## config.mk

```make
export PLATFORM = sky130hd
export DESIGN_NAME = bus_gen_arbiter_flat
export DESIGN_NICKNAME = d
export VERILOG_FILES = /design/src/rtl/bus_gen_arbiter_if.sv /design/src/rtl/bus_gen_arbiter.sv /design/src/flat_wrapper.sv
export SDC_FILE = /design/constraint.sdc
export NUM_CORES = 1
export LEC_CHECK = 0
export BUFFER_PORTS_ARGS = -buffer_cell sky130_fd_sc_hd__buf_2
export CORE_MARGIN = 5
export CORE_UTILIZATION = 31
export DETAILED_ROUTE_END_ITERATION = 6
export GPL_TIMING_DRIVEN = 0
export PLACE_DENSITY_LB_ADDON = 0.12
export SLEW_MARGIN = 10
export SYNTH_ARGS = -nofsm -noshare
export SYNTH_HDL_FRONTEND = slang
export SYNTH_SLANG_ARGS = --single-unit
```

## constraint.sdc

```tcl
create_clock -name clk -period 2.4 [get_ports clk]
set_input_delay 0.24 -clock clk [delete_from_list [all_inputs] [get_ports clk]]
set_output_delay 0.24 -clock clk [all_outputs]
set_load 0.02 [all_outputs]
```

## src/rtl/bus_gen_arbiter_if.sv

```systemverilog
// ---------------------------------------------------------------------------
// bus_gen_arbiter_if
// Bundles the device-side signals of the shared-bus model for every bus.
// Flat vectors are indexed by bus b and device d as b*drvrs+d.
//   pndng   : device has a packet waiting at its FIFO head
//   D_pop   : head packet of each device, slice (b*drvrs+d)*pckg_sz +: pckg_sz
//   pop     : one-cycle pop strobe back to the device FIFO
//   push    : one-cycle push strobe into the device receive side
//   D_push  : packet delivered on bus b, shared by all devices of that bus
// Modports: master = arbiter side, slave = device/driver side.
// ---------------------------------------------------------------------------
interface bus_gen_arbiter_if #(
  parameter int bits    = 1,
  parameter int drvrs   = 4,
  parameter int pckg_sz = 32
);
  logic [bits*drvrs-1:0]         pndng;
  logic [bits*drvrs*pckg_sz-1:0] D_pop;
  logic [bits*drvrs-1:0]         pop;
  logic [bits*drvrs-1:0]         push;
  logic [bits*pckg_sz-1:0]       D_push;

  modport master (
    input  pndng,
    input  D_pop,
    output pop,
    output push,
    output D_push
  );

  modport slave (
    output pndng,
    output D_pop,
    input  pop,
    input  push,
    input  D_push
  );
endinterface

```

## src/rtl/bus_gen_arbiter.sv

```systemverilog
// ---------------------------------------------------------------------------
// bus_gen_arbiter
// Shared-bus interconnect: `bits` independent buses, each serving `drvrs`
// devices through a round-robin arbiter. Each bus pops one packet from a
// pending device, decodes the destination ID held in the packet's top byte
// and pushes the packet to that device, or to every other device when the
// ID equals `broadcast`. IDs at or above drvrs (other than broadcast) are
// dropped. One packet per bus every four cycles: IDLE -> POP -> DEC -> PUSH.
// Ports:
//   clk      : system clock, rising edge
//   reset    : asynchronous active-low reset
//   bus      : bus_gen_arbiter_if.master (pndng, D_pop, pop, push, D_push)
//   drop_cnt : (only with BUS_DROP_CNT_EN) per-bus saturating 16-bit count
//              of packets dropped for an invalid destination ID
// Optional feature macro: BUS_DROP_CNT_EN
// ---------------------------------------------------------------------------
module bus_gen_arbiter #(
  parameter int         bits      = 1,
  parameter int         drvrs     = 4,
  parameter int         pckg_sz   = 32,
  parameter logic [7:0] broadcast = 8'hFF
) (
  input  logic                clk,
  input  logic                reset,
`ifdef BUS_DROP_CNT_EN
  output logic [bits*16-1:0]  drop_cnt,
`endif
  bus_gen_arbiter_if.master   bus
);

  localparam int                IDX_W    = $clog2(drvrs);
  localparam logic [IDX_W:0]    DRVRS_W  = (IDX_W+1)'(drvrs);
  localparam logic [IDX_W-1:0]  LAST_IDX = IDX_W'(drvrs - 1);
  localparam logic [IDX_W-1:0]  ONE_IDX  = IDX_W'(1);
  localparam logic [7:0]        DRVRS_8  = 8'(drvrs);

  typedef enum logic [1:0] {
    ST_IDLE = 2'd0,
    ST_POP  = 2'd1,
    ST_DEC  = 2'd2,
    ST_PUSH = 2'd3
  } state_t;

  state_t                        state_r [bits];
  state_t                        state_s [bits];
  logic [IDX_W-1:0]              rr_r    [bits];
  logic [IDX_W-1:0]              rr_s    [bits];
  logic [IDX_W-1:0]              src_r   [bits];
  logic [IDX_W-1:0]              src_s   [bits];
  logic [pckg_sz-1:0]            pkt_r   [bits];
  logic [pckg_sz-1:0]            pkt_s   [bits];
  logic [bits-1:0][drvrs-1:0]    pop_r,   pop_s;
  logic [bits-1:0][drvrs-1:0]    push_r,  push_s;
  logic [bits-1:0][pckg_sz-1:0]  dpush_r, dpush_s;
  logic [drvrs-1:0]              pnd_s   [bits];
  logic [pckg_sz-1:0]            dpop_s  [bits][drvrs];
  logic [IDX_W:0]                pick_s;
  logic [7:0]                    dest_s;
`ifdef BUS_DROP_CNT_EN
  logic                          drop_r  [bits];
  logic                          drop_s  [bits];
  logic [bits-1:0][15:0]         cnt_r,   cnt_s;
`endif

  // Round-robin search starting at `start`; MSB of the result flags a hit.
  function automatic logic [IDX_W:0] rr_pick(input logic [drvrs-1:0] pend,
                                             input logic [IDX_W-1:0] start);
    logic           found;
    logic [IDX_W:0] idx;
    logic [IDX_W-1:0] sel;
    found = 1'b0;
    sel   = {IDX_W{1'b0}};
    for (int k = 0; k < drvrs; k++) begin
      idx = {1'b0, start} + (IDX_W+1)'(k);
      if (idx >= DRVRS_W) idx = idx - DRVRS_W;
      if (!found && pend[idx[IDX_W-1:0]]) begin
        found = 1'b1;
        sel   = idx[IDX_W-1:0];
      end
    end
    return {found, sel};
  endfunction

  function automatic logic [drvrs-1:0] onehot(input logic [IDX_W-1:0] i);
    return {{(drvrs-1){1'b0}}, 1'b1} << i;
  endfunction

  // Split the flat interface vectors into per-bus/per-device views.
  always_comb begin
    for (int b = 0; b < bits; b++) begin
      pnd_s[b] = bus.pndng[b*drvrs +: drvrs];
      for (int d = 0; d < drvrs; d++) begin
        dpop_s[b][d] = bus.D_pop[(b*drvrs+d)*pckg_sz +: pckg_sz];
      end
    end
  end

  // Per-bus next-state and next-output logic.
  always_comb begin
    pick_s  = {(IDX_W+1){1'b0}};
    dest_s  = 8'h00;
    pop_s   = {(bits*drvrs){1'b0}};
    push_s  = {(bits*drvrs){1'b0}};
    dpush_s = dpush_r;
`ifdef BUS_DROP_CNT_EN
    cnt_s   = cnt_r;
`endif
    for (int b = 0; b < bits; b++) begin
      state_s[b] = state_r[b];
      rr_s[b]    = rr_r[b];
      src_s[b]   = src_r[b];
      pkt_s[b]   = pkt_r[b];
`ifdef BUS_DROP_CNT_EN
      drop_s[b]  = drop_r[b];
`endif
      case (state_r[b])
        ST_IDLE: begin
          pick_s = rr_pick(pnd_s[b], rr_r[b]);
          if (pick_s[IDX_W]) begin
            // Packet is latched here so a later pndng drop cannot abort it.
            src_s[b]   = pick_s[IDX_W-1:0];
            pkt_s[b]   = dpop_s[b][pick_s[IDX_W-1:0]];
            pop_s[b]   = onehot(pick_s[IDX_W-1:0]);
            state_s[b] = ST_POP;
          end else begin
            state_s[b] = ST_IDLE;
          end
        end
        ST_POP: begin
          state_s[b] = ST_DEC;
        end
        ST_DEC: begin
          dest_s     = pkt_r[b][pckg_sz-1 -: 8];
          dpush_s[b] = pkt_r[b];
`ifdef BUS_DROP_CNT_EN
          drop_s[b]  = 1'b0;
`endif
          if (dest_s == broadcast) begin
            push_s[b] = ~onehot(src_r[b]);
          end else if (dest_s < DRVRS_8) begin
            // Self-addressed packets are delivered back to the source.
            push_s[b] = onehot(dest_s[IDX_W-1:0]);
          end else begin
            push_s[b] = {drvrs{1'b0}};
`ifdef BUS_DROP_CNT_EN
            drop_s[b] = 1'b1;
`endif
          end
          state_s[b] = ST_PUSH;
        end
        ST_PUSH: begin
          rr_s[b]    = (src_r[b] == LAST_IDX) ? {IDX_W{1'b0}} : src_r[b] + ONE_IDX;
`ifdef BUS_DROP_CNT_EN
          if (drop_r[b] && (cnt_r[b] != 16'hFFFF)) begin
            cnt_s[b] = cnt_r[b] + 16'd1;
          end else begin
            cnt_s[b] = cnt_r[b];
          end
          drop_s[b]  = 1'b0;
`endif
          state_s[b] = ST_IDLE;
        end
        default: begin
          state_s[b] = ST_IDLE;
        end
      endcase
    end
  end

  // State and registered outputs; reset discards any packet in flight.
  always_ff @(posedge clk or negedge reset) begin
    if (!reset) begin
      pop_r   <= {(bits*drvrs){1'b0}};
      push_r  <= {(bits*drvrs){1'b0}};
      dpush_r <= {(bits*pckg_sz){1'b0}};
`ifdef BUS_DROP_CNT_EN
      cnt_r   <= {(bits*16){1'b0}};
`endif
      for (int b = 0; b < bits; b++) begin
        state_r[b] <= ST_IDLE;
        rr_r[b]    <= {IDX_W{1'b0}};
        src_r[b]   <= {IDX_W{1'b0}};
        pkt_r[b]   <= {pckg_sz{1'b0}};
`ifdef BUS_DROP_CNT_EN
        drop_r[b]  <= 1'b0;
`endif
      end
    end else begin
      pop_r   <= pop_s;
      push_r  <= push_s;
      dpush_r <= dpush_s;
`ifdef BUS_DROP_CNT_EN
      cnt_r   <= cnt_s;
`endif
      for (int b = 0; b < bits; b++) begin
        state_r[b] <= state_s[b];
        rr_r[b]    <= rr_s[b];
        src_r[b]   <= src_s[b];
        pkt_r[b]   <= pkt_s[b];
`ifdef BUS_DROP_CNT_EN
        drop_r[b]  <= drop_s[b];
`endif
      end
    end
  end

  assign bus.pop    = pop_r;
  assign bus.push   = push_r;
  assign bus.D_push = dpush_r;
`ifdef BUS_DROP_CNT_EN
  assign drop_cnt   = cnt_r;
`endif

endmodule

```

## src/flat_wrapper.sv

```systemverilog
// flat-port wrapper written by rule: the top's interface ports become plain ports
module bus_gen_arbiter_flat 
#(
  parameter int         bits      = 1,
  parameter int         drvrs     = 4,
  parameter int         pckg_sz   = 32,
  parameter logic [7:0] broadcast = 8'hFF
)
  (clk, reset, bus_pndng, bus_D_pop, bus_pop, bus_push, bus_D_push);
  bus_gen_arbiter_if #(.bits(bits), .drvrs(drvrs), .pckg_sz(pckg_sz)) bus_i ();
  input  logic clk;
  input  logic reset;
  input wire logic [$bits(bus_i.pndng)-1:0] bus_pndng;
  input wire logic [$bits(bus_i.D_pop)-1:0] bus_D_pop;
  output wire logic [$bits(bus_i.pop)-1:0] bus_pop;
  output wire logic [$bits(bus_i.push)-1:0] bus_push;
  output wire logic [$bits(bus_i.D_push)-1:0] bus_D_push;
  assign bus_i.pndng = bus_pndng;
  assign bus_i.D_pop = bus_D_pop;
  assign bus_pop = bus_i.pop;
  assign bus_push = bus_i.push;
  assign bus_D_push = bus_i.D_push;
  bus_gen_arbiter #(.bits(bits), .drvrs(drvrs), .pckg_sz(pckg_sz), .broadcast(broadcast)) u_core (.clk(clk), .reset(reset), .bus(bus_i));
endmodule
```

## After elaboration in Yosys (flattened, before gate mapping)

Cells that the tools add are included.

| word-level totals | value |
|---|---|
| word-level logic and storage cells | 83 |
| bits in registers | 78 |
| output and inout port bits | 40 |
| bits of input ports | 134 |

| cells by class | value |
|---|---|
| equal/unequal tests | 5 |
| mux-type cells | 40 |
| bitwise logic cells | 2 |
| reductions and logical operators | 8 |
| add/subtract/negate cells | 8 |
| $lt $le $gt $ge | 10 |
| shift operators | 3 |

Operators with widths:

| kind | count |
|---|---|
| $bmux W32 S2 | 1 |
| $mux W32 | 2 |
| $mux W2 | 14 |
| $mux W4 | 5 |
| $mux W1 | 13 |
| $ge A3 B3 Y1 const B | 4 |
| $lt A2 B3 Y1 const B | 4 |
| $shl A1 B2 Y4 const A | 3 |
| $bmux W1 S2 | 4 |
| $eq A8 B8 Y1 const B | 1 |
| $lt A8 B3 Y1 const B | 1 |
| $pmux W2 S4 | 1 |
| $sub A2 B1 Y2 const B | 4 |
| $add A2 B2 Y3 const B | 2 |
| $eq A2 B2 Y1 const B | 3 |
| $not A4 Y4 | 1 |
| $add A2 B1 Y3 const B | 1 |
| $ge A2 B3 Y1 const B | 1 |
| $logic_and A1 B1 Y1 | 3 |
| $logic_not A1 Y1 | 3 |
| $not A2 Y3 | 1 |
| $add A2 B1 Y2 const B | 1 |
| $eq A2 B1 Y1 const B | 1 |
| $logic_not A2 Y1 | 1 |
| $reduce_and A2 Y1 | 1 |

## Logic depth before layout (Yosys ltp)

| logic depth | value |
|---|---|
| depth in word-level cells | 23 |
| gate-level depth with buffers | 7 |
| mapped depth without buffers | 5 |

## Worst setup path after synthesis

No wires, ideal clock.

| timing | value |
|---|---|
| path type | flip-flop to flip-flop |
| from | register u_core.state_r[0] in the netlist's numbering |
| to | register u_core.dpush_r (netlist bit u_core.bus.D_push[26]) |
| buffers on the path | 2 |
| stages on the path, launching flop included | 6 |
| data required time | 2,275 ps |
| setup slack | 733 ps |
| data arrival time | 1,543 ps |
| period minus slack after synthesis | 1,667 ps |
| setup time | 125 ps |
| cells stage by stage | dfrtp_1 -> inv_1 -> ha_1 -> clkbuf_1 -> clkbuf_1 -> mux2_2 |

| between the ends | value |
|---|---|
| cells in the longest elaborated chain, start to end | 1 |

RTL lines:

| what | line | RTL |
|---|---|---|
| from (decl) | bus_gen_arbiter.sv:44 | `state_t state_r [bits];` |
| from (signal, indexed assignment) | bus_gen_arbiter.sv:196 | `state_r[b] <= state_s[b];` |
| $eq A2 B2 Y1 | bus_gen_arbiter.sv:116 | `case (state_r[b])` |
| to (signal assigned) | bus_gen_arbiter.sv:175 | `dpush_r <= {(bits*pckg_sz){1'b0}};` |
| to (signal assigned) | bus_gen_arbiter.sv:191 | `dpush_r <= dpush_s;` |
| to (decl) | bus_gen_arbiter.sv:54 | `logic [bits-1:0][pckg_sz-1:0] dpush_r, dpush_s;` |

No other way between the ends.
A chain may end at the register's enable or synchronous reset.

## Worst setup path after layout

| timing | value |
|---|---|
| from | register u_core.state_r[0] in the netlist's numbering |
| to | register u_core.dpush_r (netlist bit u_core.bus.D_push[28]) |

The elaborated chain is that of the path after synthesis.

==> qor.yml <==
run_status:
  outcome: "completed"
floorplan:
  rows: 41
  die_y_um: 123.8
  core_area_mm2: 0.01267
  die_x_um: 123.8
  initial_core_util: 0.3167
  ios: 174
  die_area_mm2: 0.01532
global_route:
  grt.met1_usage: 0.1933
  grt.overflow.total: 0
  grt_usage: 0.1449
  grt_max_degree: 42
  met3_usage: 0.03860
  grt_pass1_vias: 3394
  use_met2: 0.2274
  grt_busiest_layer: "met2"
  grt_pass1_wl_um: 17000
  antenna_found_initial: 0
power:
  p_leak_nw: 2.834
  powerDensity_mw_per_mm2: 1303
  fin_total_pwr_mw: 7.095
  vdd_drop_max_v: 0.0004294
routing:
  drc_errors: 0
  drt_iter0_markers: 137
  via_count: 3194
  avgRoutedWirePerCell_um: 16.13
  ant_nets: 0
  vias_per_cell: 4.663
  dr.pass1.iters: 4
  routed_wirelength_um: 11050
job:
  maxCapViolations: 0
placed_design:
  dp.final_hpwl_um: 8218
  port_buffers: 173
  place_congestion: 0.7437
critical_path:
  rrSetupSlack_ns: 0.35
  critPathKind: "flip-flop to flip-flop"
  end_kind: "flip-flop"
  critPathRequiredTime_ns: 2.62
  cp_num_buf_inv: 3
  arrival_ns: 2.27
  crit_slowest_cell: "clkbuf_1"
  cp_top_family: "buffers and inverters"
  slowest_delay_ns: 0.47
  crit_start: "u_core.state_r[0]"
  critPathLaunchType: "flip-flop"
  setup.worst_path.end: "u_core.bus.D_push[28]"
  path_max_fanout: 10
  reg2regPathDepth: 5
  cp_common_cell: "clkbuf_1"
  timing.rr.end: "u_core.bus.D_push[28]"
  path_cells: "inv_1 > ha_1 > clkbuf_1 > clkbuf_1 > mux2_2"
  r2r-start: "u_core.state_r[0]"
  cp_num_cells: 5
sta:
  timing.fmax_ghz: 0.4890
  skew_ns: 0.006827
  finalCritPeriodShare: 0.8521
  max_slew_margin: 0.5655
  drv_slew: 0
  tightest_slew_ns: 0.6495
  min_period_ns: 2.045
  finalHoldViolations: 0
  setup_violations: 0
  fin_tns_setup_ns: 0
  grt_setup_unrepaired: "false"
final_layout:
  syn2layout_area_growth_pct: 35.67
  num_antenna_cells: 0
  multi_input_area_mm2: 0.001805
  drive_above_1_share: 0.4717
  nNetsFinal: 650
  ff_latch_area_mm2: 0.001952
  fillers: 1244
min_path:
  min-delay-path-class: "primary input to flip-flop"
  holdPathStages: 3
clock_network:
  cts-buffers-inserted: 9
  insertion_delay_ns: 0.33
  cts.path.max_buffers: 2
  htreeDepth: 3
  cts_tree: "built"
  root_buffer: "clkbuf_16"
  clk_transition_reported_paths_ns: 0.06
  cts_sinks: 78
  cts.repair.resized: 0
synth:
  synth_area_mm2: 0.004013
  synth_area_leaders: "dfrtp_1 (49%), mux2i_1 (16%), mux2_2 (9.5%)"
  synthCells: 322
  yosys-top-cells-count: "dfrtp_1 (78), mux2i_1 (64), nand2_1 (38), mux2_2 (34), o221ai_1 (32)"
  synth.most_common_cell: "dfrtp_1"
  synth-edff-count: 0
  syn_area_per_cell_um2: 12.46
  ys_seq_area_frac: 0.4864
  synth_seq_cells: 78
  ys_types: 33
  async_reset_ff_frac: 1.000
  synth_nets: 464
  yosysTopAreaCell: "dfrtp_1"
  ys.flop_type: "dfrtp_1"
  ys.warnings.count: 0
  synth_top_area_frac: 0.4864
## power by group
group / switching [mW] / internal (mW) / leakage (nW)
sequential: 0.365 / 1.94 / 0.971
combinational: 1.77 / 1.57 / 1.71
clock: 0.521 / 0.941 / 0.150
total: 2.65 / 4.44 / 2.83
## layout by cell type, fill, tap and decap left out, drive strengths merged
master and n:
mux2i 64, o21ai 3, and2b 1, a21o 2, or3 1, mux2 34
nand2b 1, nand2 38, dlygate4sd3 1, o41ai 1, nor2 12, a21boi 1
o221ai 33, a31oi 1, nor2b 3, nand4 1, buf 191, clkbuf 18
a21oi 3, bufinv 2, clkinvlp 1, o22ai 2, o32ai 2, ha 8
or2 1, inv 6, nor4 1, dfrtp 78, and2 3
## final cells by class
type                    instances  share of cell area
flip-flops and latches         78              0.3585
clock inverters                 3             0.01241
multi-input cells             216              0.3316
inverters                       6            0.004137
clock buffers                  13             0.04597
well taps                     172             0.03953
plain buffers                  22             0.04275
repair buffers                175              0.1650
## cell families (layout without fill, tap and decap cells)
logic type	count (synthesis)	in the layout	share of synthesized area
DFF	78	78	0.4864
muxes	98	98	0.2551
buffers and inverters	28	219	0.06361
and+or+nand+nor	62	62	0.06642
AOI/OAI and AO/OA	48	48	0.1035
adders and majority gates	8	8	0.02495
## routing by layer
metal,vias to the layer above,wire [um]
met1,1519,5001
li1,1555,-
met3,9,786
met2,111,5128
met4,0,134
met5,-,0
## registers in the layout, indices dropped and copies added (netlist names)
name and cells:
u_core.rr_r 2, u_core.pkt_r 32, u_core.src_r 2, u_core.bus.D_push 32, u_core.bus.pop 4, u_core.bus.push 4, u_core.state_r 2
## stage by stage
stage / utilization / hold slack [ns] / cell area (um^2) / instances / setup WS [ns]
2_1_floorplan: - / -0.05559 / 4013 / 322 / 0.7328
3_5_place_dp: 0.4038 / 0.2502 / 5116 / 668 / 0.3176
6_report: 0.4296 / 0.2212 / 5444 / 685 / 0.3549
3_3_place_gp: 0.4020 / 0.4654 / 5094 / 667 / 0.3434
4_1_cts: 0.4296 / 0.2106 / 5444 / 685 / 0.3140
5_1_grt: 0.4296 / 0.2205 / 5444 / 685 / 0.1704
## worst min path at each step
stage / start / endpoint / slack [ns]
5_1_grt: bus_D_pop[20] / u_core.pkt_r[20] / 0.22
4_1_cts: bus_D_pop[43] / u_core.pkt_r[11] / 0.21
3_3_place_gp: u_core.pkt_r[23] / u_core.pkt_r[23] / 0.47
3_5_place_dp: reset / u_core.pkt_r[3] / 0.25
2_1_floorplan: reset / u_core.bus.D_push[0] / -0.06
6_report: bus_D_pop[43] / u_core.pkt_r[11] / 0.22
## worst reg2reg max path: stages, from the launching register on
cell and delay (ns):
dfrtp_1 0.38, inv_1 0.12, ha_1 0.15, clkbuf_1 0.47, clkbuf_1 0.43, mux2_2 0.39
## timing repair
action                                 4_1_cts  5_1_grt
hold buffers                                 1        0
endpoints found under the hold margin       37        0
setup buffers                                0        0
(Power assumes the default switching activity.)
